<file path="src/rtl/maxpool2x2_unit.sv">
// maxpool2x2_unit
// 2x2, stride-2 max pooling (optional ReLU) over a channel-major feature map
// held in a synchronous RAM with 1-cycle read latency. One tap is read per
// cycle, so every pooled output costs 4 cycles, and the write of window k
// overlaps the reads of window k+1.
//
// Ports:
//   clk      in   clock, all state changes on the rising edge
//   reset    in   synchronous, active-high
//   start    in   one-cycle run request, honoured only in IDLE
//   busy     out  high while taps are being read or the last write is pending
//   done     out  one-cycle completion pulse
//   rd_en    out  input RAM read strobe
//   rd_addr  out  input RAM address (0 whenever rd_en is low)
//   rd_data  in   signed sample, valid one cycle after rd_en
//   wr_en    out  output RAM write strobe
//   wr_addr  out  output RAM address, 0..N_out-1 in window order
//   wr_data  out  signed pooled value
module maxpool2x2_unit #(
  parameter int DATA_W    = 16,
  parameter int IN_W      = 24,
  parameter int IN_H      = 24,
  parameter int CHANNELS  = 6,
  parameter int RELU      = 0,
  parameter int RD_ADDR_W = $clog2(CHANNELS * IN_H * IN_W),
  parameter int WR_ADDR_W = $clog2(CHANNELS * IN_H * IN_W / 4)
) (
  input  logic                 clk,
  input  logic                 reset,
  input  logic                 start,
  output logic                 busy,
  output logic                 done,
  output logic                 rd_en,
  output logic [RD_ADDR_W-1:0] rd_addr,
  input  logic [DATA_W-1:0]    rd_data,
  output logic                 wr_en,
  output logic [WR_ADDR_W-1:0] wr_addr,
  output logic [DATA_W-1:0]    wr_data
);

  localparam int OUT_W = IN_W / 2;
  localparam int N_OUT = CHANNELS * (IN_H / 2) * OUT_W;
  localparam int COL_W = (OUT_W > 1) ? $clog2(OUT_W) : 1;

  generate
    if ((IN_W % 2) != 0 || (IN_H % 2) != 0) begin : g_bad_dims
      $error("maxpool2x2_unit: IN_W and IN_H must both be even");
    end
  endgenerate

  typedef enum logic [1:0] {
    S_IDLE,
    S_RUN,
    S_DRAIN,
    S_DONE
  } state_t;

  state_t state, state_next;

  // Read side: tap within the window, output column, window base address and
  // window index (for last-tap detection).
  logic [1:0]           tap;
  logic [COL_W-1:0]     col;
  logic [RD_ADDR_W-1:0] base;
  logic [WR_ADDR_W-1:0] win;
  logic                 last_tap;

  // Data side: read-return tracking, running max and write counter.
  logic                     rd_valid;
  logic [1:0]               tap_q;
  logic [WR_ADDR_W-1:0]     wr_cnt;
  logic signed [DATA_W-1:0] rd_sample;
  logic signed [DATA_W-1:0] max_q;
  logic signed [DATA_W-1:0] max_next;
  logic signed [DATA_W-1:0] pooled;
  logic                     window_end;

  assign last_tap   = (tap == 2'd3) && (win == WR_ADDR_W'(N_OUT - 1));
  assign rd_sample  = $signed(rd_data);
  assign window_end = rd_valid && (tap_q == 2'd3);

  always_comb begin
    // NOTE: every always_comb output gets a default first, so no path through
    // the case statement can leave a signal unassigned and infer a latch.
    state_next = state;
    busy       = 1'b0;
    done       = 1'b0;
    rd_en      = 1'b0;
    rd_addr    = '0;
    unique case (state)
      S_IDLE:  if (start) state_next = S_RUN;
      S_RUN: begin
        busy  = 1'b1;
        rd_en = 1'b1;
        unique case (tap)
          2'd0: rd_addr = base;
          2'd1: rd_addr = base + RD_ADDR_W'(1);
          2'd2: rd_addr = base + RD_ADDR_W'(IN_W);
          2'd3: rd_addr = base + RD_ADDR_W'(IN_W + 1);
          default: rd_addr = base;
        endcase
        if (last_tap) state_next = S_DRAIN;
      end
      // Only the final window's write can occur while draining.
      S_DRAIN: begin
        busy = 1'b1;
        if (wr_en) state_next = S_DONE;
      end
      S_DONE: begin
        done       = 1'b1;
        state_next = S_IDLE;
      end
      default: state_next = S_IDLE;
    endcase
  end

  // Tap 0 data restarts the max; taps 1-3 fold in with a signed compare.
  always_comb begin
    max_next = max_q;
    if (tap_q == 2'd0 || rd_sample > max_q) max_next = rd_sample;
    pooled = max_next;
    if (RELU != 0 && max_next < 0) pooled = '0;
  end

  // NOTE: registers use non-blocking assignments so every flop samples the
  // pre-edge values of its neighbours regardless of statement order.
  always_ff @(posedge clk) begin
    if (reset) begin
      state    <= S_IDLE;
      tap      <= '0;
      col      <= '0;
      base     <= '0;
      win      <= '0;
      rd_valid <= 1'b0;
      tap_q    <= '0;
      wr_cnt   <= '0;
      wr_en    <= 1'b0;
      wr_addr  <= '0;
      wr_data  <= '0;
    end else begin
      state    <= state_next;
      rd_valid <= (state == S_RUN);
      tap_q    <= tap;
      wr_en    <= window_end;

      if (state == S_IDLE) begin
        tap    <= '0;
        col    <= '0;
        base   <= '0;
        win    <= '0;
        wr_cnt <= '0;
      end else if (state == S_RUN) begin
        tap <= tap + 2'd1;
        if (tap == 2'd3) begin
          win <= win + WR_ADDR_W'(1);
          // Past the last column, skipping the odd input row lands exactly on
          // the next output row, or on the next channel after the last row.
          if (col == COL_W'(OUT_W - 1)) begin
            col  <= '0;
            base <= base + RD_ADDR_W'(IN_W + 2);
          end else begin
            col  <= col + COL_W'(1);
            base <= base + RD_ADDR_W'(2);
          end
        end
      end

      if (window_end) begin
        wr_addr <= wr_cnt;
        wr_data <= pooled;
        wr_cnt  <= wr_cnt + WR_ADDR_W'(1);
      end
    end
  end

  // NOTE: max_q is left out of reset: it is reloaded by every tap-0 sample
  // before it is ever used, and reset already blocks any partial write.
  always_ff @(posedge clk) begin
    if (rd_valid) max_q <= max_next;
  end

endmodule

</file>
<file path="config.mk">
export PLATFORM = sky130hd
export DESIGN_NAME = maxpool2x2_unit
export DESIGN_NICKNAME = d
export VERILOG_FILES = /design/src/rtl/maxpool2x2_unit.sv
export SDC_FILE = /design/constraint.sdc
export NUM_CORES = 1
export LEC_CHECK = 0
export BUFFER_PORTS_ARGS = -buffer_cell sky130_fd_sc_hd__buf_2
export CORE_ASPECT_RATIO = 1.4
export CORE_MARGIN = 4
export CORE_UTILIZATION = 50
export CTS_BUF_LIST = sky130_fd_sc_hd__clkbuf_2 sky130_fd_sc_hd__clkbuf_4 sky130_fd_sc_hd__clkbuf_8
export DETAILED_ROUTE_END_ITERATION = 16
export PLACE_DENSITY = 0.69
export SYNTH_ARGS = -nofsm -noshare
export SYNTH_HDL_FRONTEND = slang
export SYNTH_SLANG_ARGS = --single-unit
</file>
<file path="constraint.sdc">
create_clock -name clk -period 2.7 [get_ports clk]
set_input_delay 0.135 -clock clk [delete_from_list [all_inputs] [get_ports clk]]
set_output_delay 0.135 -clock clk [all_outputs]
set_load 0.1 [all_outputs]
</file>
; Yosys cells after proc, flatten, opt, wreduce, memory -nomap -nowiden
; Index checks and enable logic that the tools add are counted.
[totals]
ff_bits = 86
input_bits = 19
[op_classes]
n_addsub = 9
magnitude_cmp = 1
eq_ne = 12
n_mux = 14
reduce_logical = 11
[op_table]
columns = op, count
row1 = $pmux 12 s4, 1
row2 = $add 12x5->12 const B, 3
row3 = $mux 12, 2
row4 = $add 10x1->10 const B, 2
row5 = $mux 10, 2
row6 = $gt 16x16->1, 1
row7 = $mux 16, 1
row8 = $add 12x1->12 const B, 1
row9 = $add 12x2->12 const B, 1
row10 = $eq 10x10->1 const B, 1
row11 = $eq 2x2->1 const B, 5
row12 = $pmux 2 s4, 1
row13 = $logic_not 2->1, 3
row14 = $mux 2, 3
row15 = $ne 2x2->1 const B, 3
row16 = $add 4x1->4 const B, 1
row17 = $eq 2x1->1 const B, 2
row18 = $eq 4x4->1 const B, 1
row19 = $mux 4, 1
row20 = $reduce_or 2->1, 2
row21 = $mux 1, 3
row22 = $reduce_and 3->1, 1
row23 = $add 2x1->2 const B, 1
row24 = $logic_and 1x1->1, 2
row25 = other kinds (3), 3

; Depth between registers and ports, before layout
[logic_depth]
ltp_word = 4
mapped_depth = 10
mapped_depth_nobuf = 10

; Worst setup path before layout
; No wires, ideal clock.
[synth_timing]
path_kind = reg2out
startpoint = register state[1]
endpoint = output rd_addr[6]
arrival_ns = 4.053
setup_slack_ns = -1.488
stages_incl_launch_ff = 6
path_cell_list = dfxtp_1 -> inv_1 -> ha_1 -> buf_2 -> clkinv_1 -> a311oi_1
[synth_via]
elab_chain_cells = 2
[synth_lines]
columns = item, line_no
row1 = start: declaration, 58  ; state_t state, state_next;
row2 = start signal: assignment, 141  ; state <= state_next;
row3 = $eq 2x1->1, 90  ; unique case (state)
row4 = $mux 12, 90
row5 = end: declaration, 34  ; output logic [RD_ADDR_W-1:0] rd_addr,
; Every way passes these cells.

; Final worst setup path
[layout_timing]
startpoint = register max_q[14]
endpoint = register max_q[15], data pin
[layout_via]
elab_chain_cells = 3
[layout_lines]
columns = item, line_no
row1 = start: declaration, 73  ; logic signed [DATA_W-1:0] max_q;
row2 = start signal: assignment, 179  ; if (rd_valid) max_q <= max_next;
row3 = $gt 16x16->1, 120  ; if (tap_q == 2'd0 || rd_sample > max_q) max_next = rd_sample;
row4 = $logic_or 1x1->1, 120
row5 = $mux 16, 120
row6 = via max_next[15], 74  ; logic signed [DATA_W-1:0] max_next;
; The timed path passes the listed nets, and every way through them passes these cells.
; A chain may end at the register's enable or synchronous reset.

==> run summary <==
=================================================================================
Most instantiated cells after synthesis                              99 x nor2_1, 69 x dfxtp_1, 50 x nand2_1
Post-DP HPWL                                                              6.94 mm
Power per unit of standard cell area                                   593 mW/mm2
Library cell occupying the most area in the post-synthesis netlist        dfxtp_1
Number of vias in the routed layout                                          3666
Final core area utilization                                                 0.601
Setup repair after global routing missed its margin                         false
Post-layout minimum cycle time                                            2.58 ns
Delay of the slowest cell on the worst path                               0.42 ns
Final worst clock skew                                                  0.0172 ns
Nets in the synthesized netlist                                               556
Switching part of the total                                                 0.329
Hold Vio Cnt, Final                                                             0
Cell with the most instances after synthesis                               nor2_1
Vias/cell                                                                    5.43
CP Data Arrival Time                                                      2.69 ns
Boundary Pins                                                                  61
Total wire length after detailed routing                                  9.58 mm
Effective utilization at floorplan                                          0.520
Total DRC errors in the routed layout                                           0
Total negative setup slack                                                   0 ns
Headroom to the max-slew limit                                              0.601
Post-route clock period utilization                                         0.955
Filler instances                                                              783
Number of flops mapped to enable cells by yosys                                16
CTS H-tree lvls                                                                 3
Final weighted congestion in routability-driven placement                   0.823
Most used flip-flop cell after synthesis                                  dfxtp_1
Vias in the first global route                                               3655
Layout-stage area growth over the synthesis result                          15.6%
Number of clock buffers inserted by TritonCTS                                   9
Sum of overflow across all layers after global routing                          0
Register clock-pin slew on the reported worst setup and hold paths        0.08 ns
Setup crit end kind                                                     flip-flop
Clock sinks                                                                    85
Area of the core region                                               0.00866 mm2
Fraction of final layout cells sized beyond drive strength 1                0.233
Power share of the sequential group                                         0.456
Global-route wire length before repair                                    16.5 mm
Insertion delay of the later-clocked pin in the worst-skew pair           0.36 ns
Mean cell area of the mapped netlist                                     8.89 um2
Initial antenna violation count                                                 0
Global routing usage summed across all routing layers                       0.194
Horizontal die dimension                                                  88.2 um
Routed Antenna Nets                                                             0
Seq/Total Area, Yosys                                                       0.414
Final-report setup violation count                                              0
Part of the power in the clock network                                      0.309
Leakage power                                                             2.12 nW
Buffers from clock root to sink, at most                                        2
Worst path required time                                                  2.81 ns
Total of warnings raised by yosys                                               0
Core Rows                                                                      40
Number of register bits inferred by synthesis                                  85
Count of buffers added by post-CTS timing repair for setup                      0
Reg-to-reg setup timing slack                                             0.12 ns
Max FO, Critical Path                                                           7
Cell internal pwr                                                       0.00207 W
Status                                                               finished, final reports clean
Worst-path cell with the longest stage delay                             edfxtp_1
Maximum number of pins on one net before global-route repair                   43
Switching power summed over all nets                                    0.00101 W
Relative contribution of combinational cells to total power                 0.235
1st-pass router iterations                                                      4
Hold buffers post-CTS                                                           0
Post-placement setup slack                                               0.133 ns
Slew at the pin closest to its max-slew limit                            0.592 ns
Max-cap violations                                                              0
Share of synthesized flip-flops with an asynchronous set or reset               0
Area of the die                                                        0.0106 mm2
Peak VDD IR                                                              0.394 mV
Most area-consuming cells after synthesis                            dfxtp_1 31%, edfxtp_1 11%, ha_1 8.6%
Crit start category                                                     flip-flop
Worst-path cell chain                                                inv_1 -> ha_1 -> nand4_4 -> nor2_1 -> a311oi_1 -> and3_4 -> mux2i_4 -> buf_4 -> mux2_2
Number of nets in the layout                                                  615
Buffers and inverters on the worst path                                         2
Iteration-0 DRC Markers                                                       123
F_max                                                                     388 MHz
Post-layout worst setup margin                                           0.121 ns
Area of the mapped netlist                                            0.00450 mm2
Number of instances in the synthesized netlist                                506
Distinct cells, synth                                                          48
Type of the worst min-delay path                                        in -> reg
Count of input and output buffers                                              60
Worst path top cell family by delay                                  multiplexers
Max Slew Vio Count                                                              0
Category of the critical setup timing path                             reg -> reg
Overall die height                                                         120 um
Master cell of the clock root buffer                                     clkbuf_8
Ant. Diodes                                                                     0
Routed wirelength normalized by instance count                            14.2 um
Clock tree from TritonCTS                                                   built
Top-area cell type share of the netlist area                                0.307
=================================================================================
-- routing by layer --
layer	vias up	wire, um	track usage
li1	1867	-	-
met1	1718	4050	0.225
met2	64	4930	0.343
met3	17	385	0.0382
met4	0	207	0.0766
met5	-	0	0
-- final cells by class --
type	instances	area [um2]	area share
sequential	85	1860	0.358
timing repair buffer	71	400	0.0770
clock buffer	13	166	0.0320
tap	105	131	0.0253
clock inverter	3	43.8	0.00842
multi-input combinational	368	2480	0.478
inverter	30	113	0.0217
-- sequential cells by signal, summed over array words and instances (netlist names) --
register,flops
col,4
wr_addr,10
max_q,16
base,11
wr_cnt,10
tap_q,2
rd_valid,1
tap,2
win,10
wr_en,1
state,2
wr_data,16
-- final timing paths --
path,startpoint,to,cells past startpoint
setup reg to reg,max_q[14]$_DFFE_PP_,max_q[15]$_DFFE_PP_,9
setup / recovery,max_q[14]$_DFFE_PP_,max_q[15]$_DFFE_PP_,9
hold / removal,rd_data[15],wr_data[15]$_SDFFE_PP0P_,2
hold reg to reg,wr_addr[9]$_SDFFE_PP0P_,wr_addr[9]$_SDFFE_PP0P_,2
-- cells by family (layout without fill, tap and decap cells) --
family | after synthesis | after routing | synth area share
xor+xnor | 20 | 20 | 0.0389
fa+ha+maj | 31 | 31 | 0.0862
flops | 85 | 85 | 0.414
buf+inv | 53 | 117 | 0.0506
simple gates | 207 | 207 | 0.208
mux | 22 | 22 | 0.0687
compound gates | 88 | 88 | 0.134
-- repair_timing --
| item | CTS | global route |
|---|---|---|
| setup endpoints to repair | 1 | 6 |
| gates resized for setup | 1 | 5 |
| pin swaps | 0 | 1 |
-- through the flow --
stage	hold WS (ns)	instance area (um2)	std cells	power (W)
after floorplan	0.309	4570	506	0.00201
after CTS	0.0628	5180	675	0.00312
final	0.0796	5200	675	0.00308
after global placement	0.435	4970	659	0.00215
after global routing	0.0758	5200	675	0.00325
after detailed placement	0.446	4970	659	0.00217
-- layout by cell type, fill, tap and decap left out, drive strengths merged, types with 4 or more instances in the layout --
| cell | instances |
|---|---|
| a21o | 4 |
| buf | 68 |
| clkbuf | 16 |
| nand2 | 50 |
| nand3 | 12 |
| xnor2 | 16 |
| nand4 | 7 |
| nor3 | 10 |
| mux2 | 18 |
| nor4 | 5 |
| a21oi | 38 |
| and3 | 6 |
| o21ai | 12 |
| or2 | 4 |
| nor2 | 99 |
| xor2 | 4 |
| o221a | 16 |
| ha | 31 |
| dfxtp | 69 |
| mux2i | 4 |
| edfxtp | 16 |
| inv | 29 |
| or3 | 5 |
-- power by group through the flow --
stage	Clock [W]	Sequential [W]	Combinational, W
after floorplan	0	0.00144	0.000571
after global placement	0	0.00143	0.000716
after detailed placement	0	0.00144	0.000731
after CTS	0.000979	0.00141	0.000737
after global routing	0.00104	0.00141	0.000799
final	0.000951	0.00141	0.000725
(Power assumes the default switching activity.)
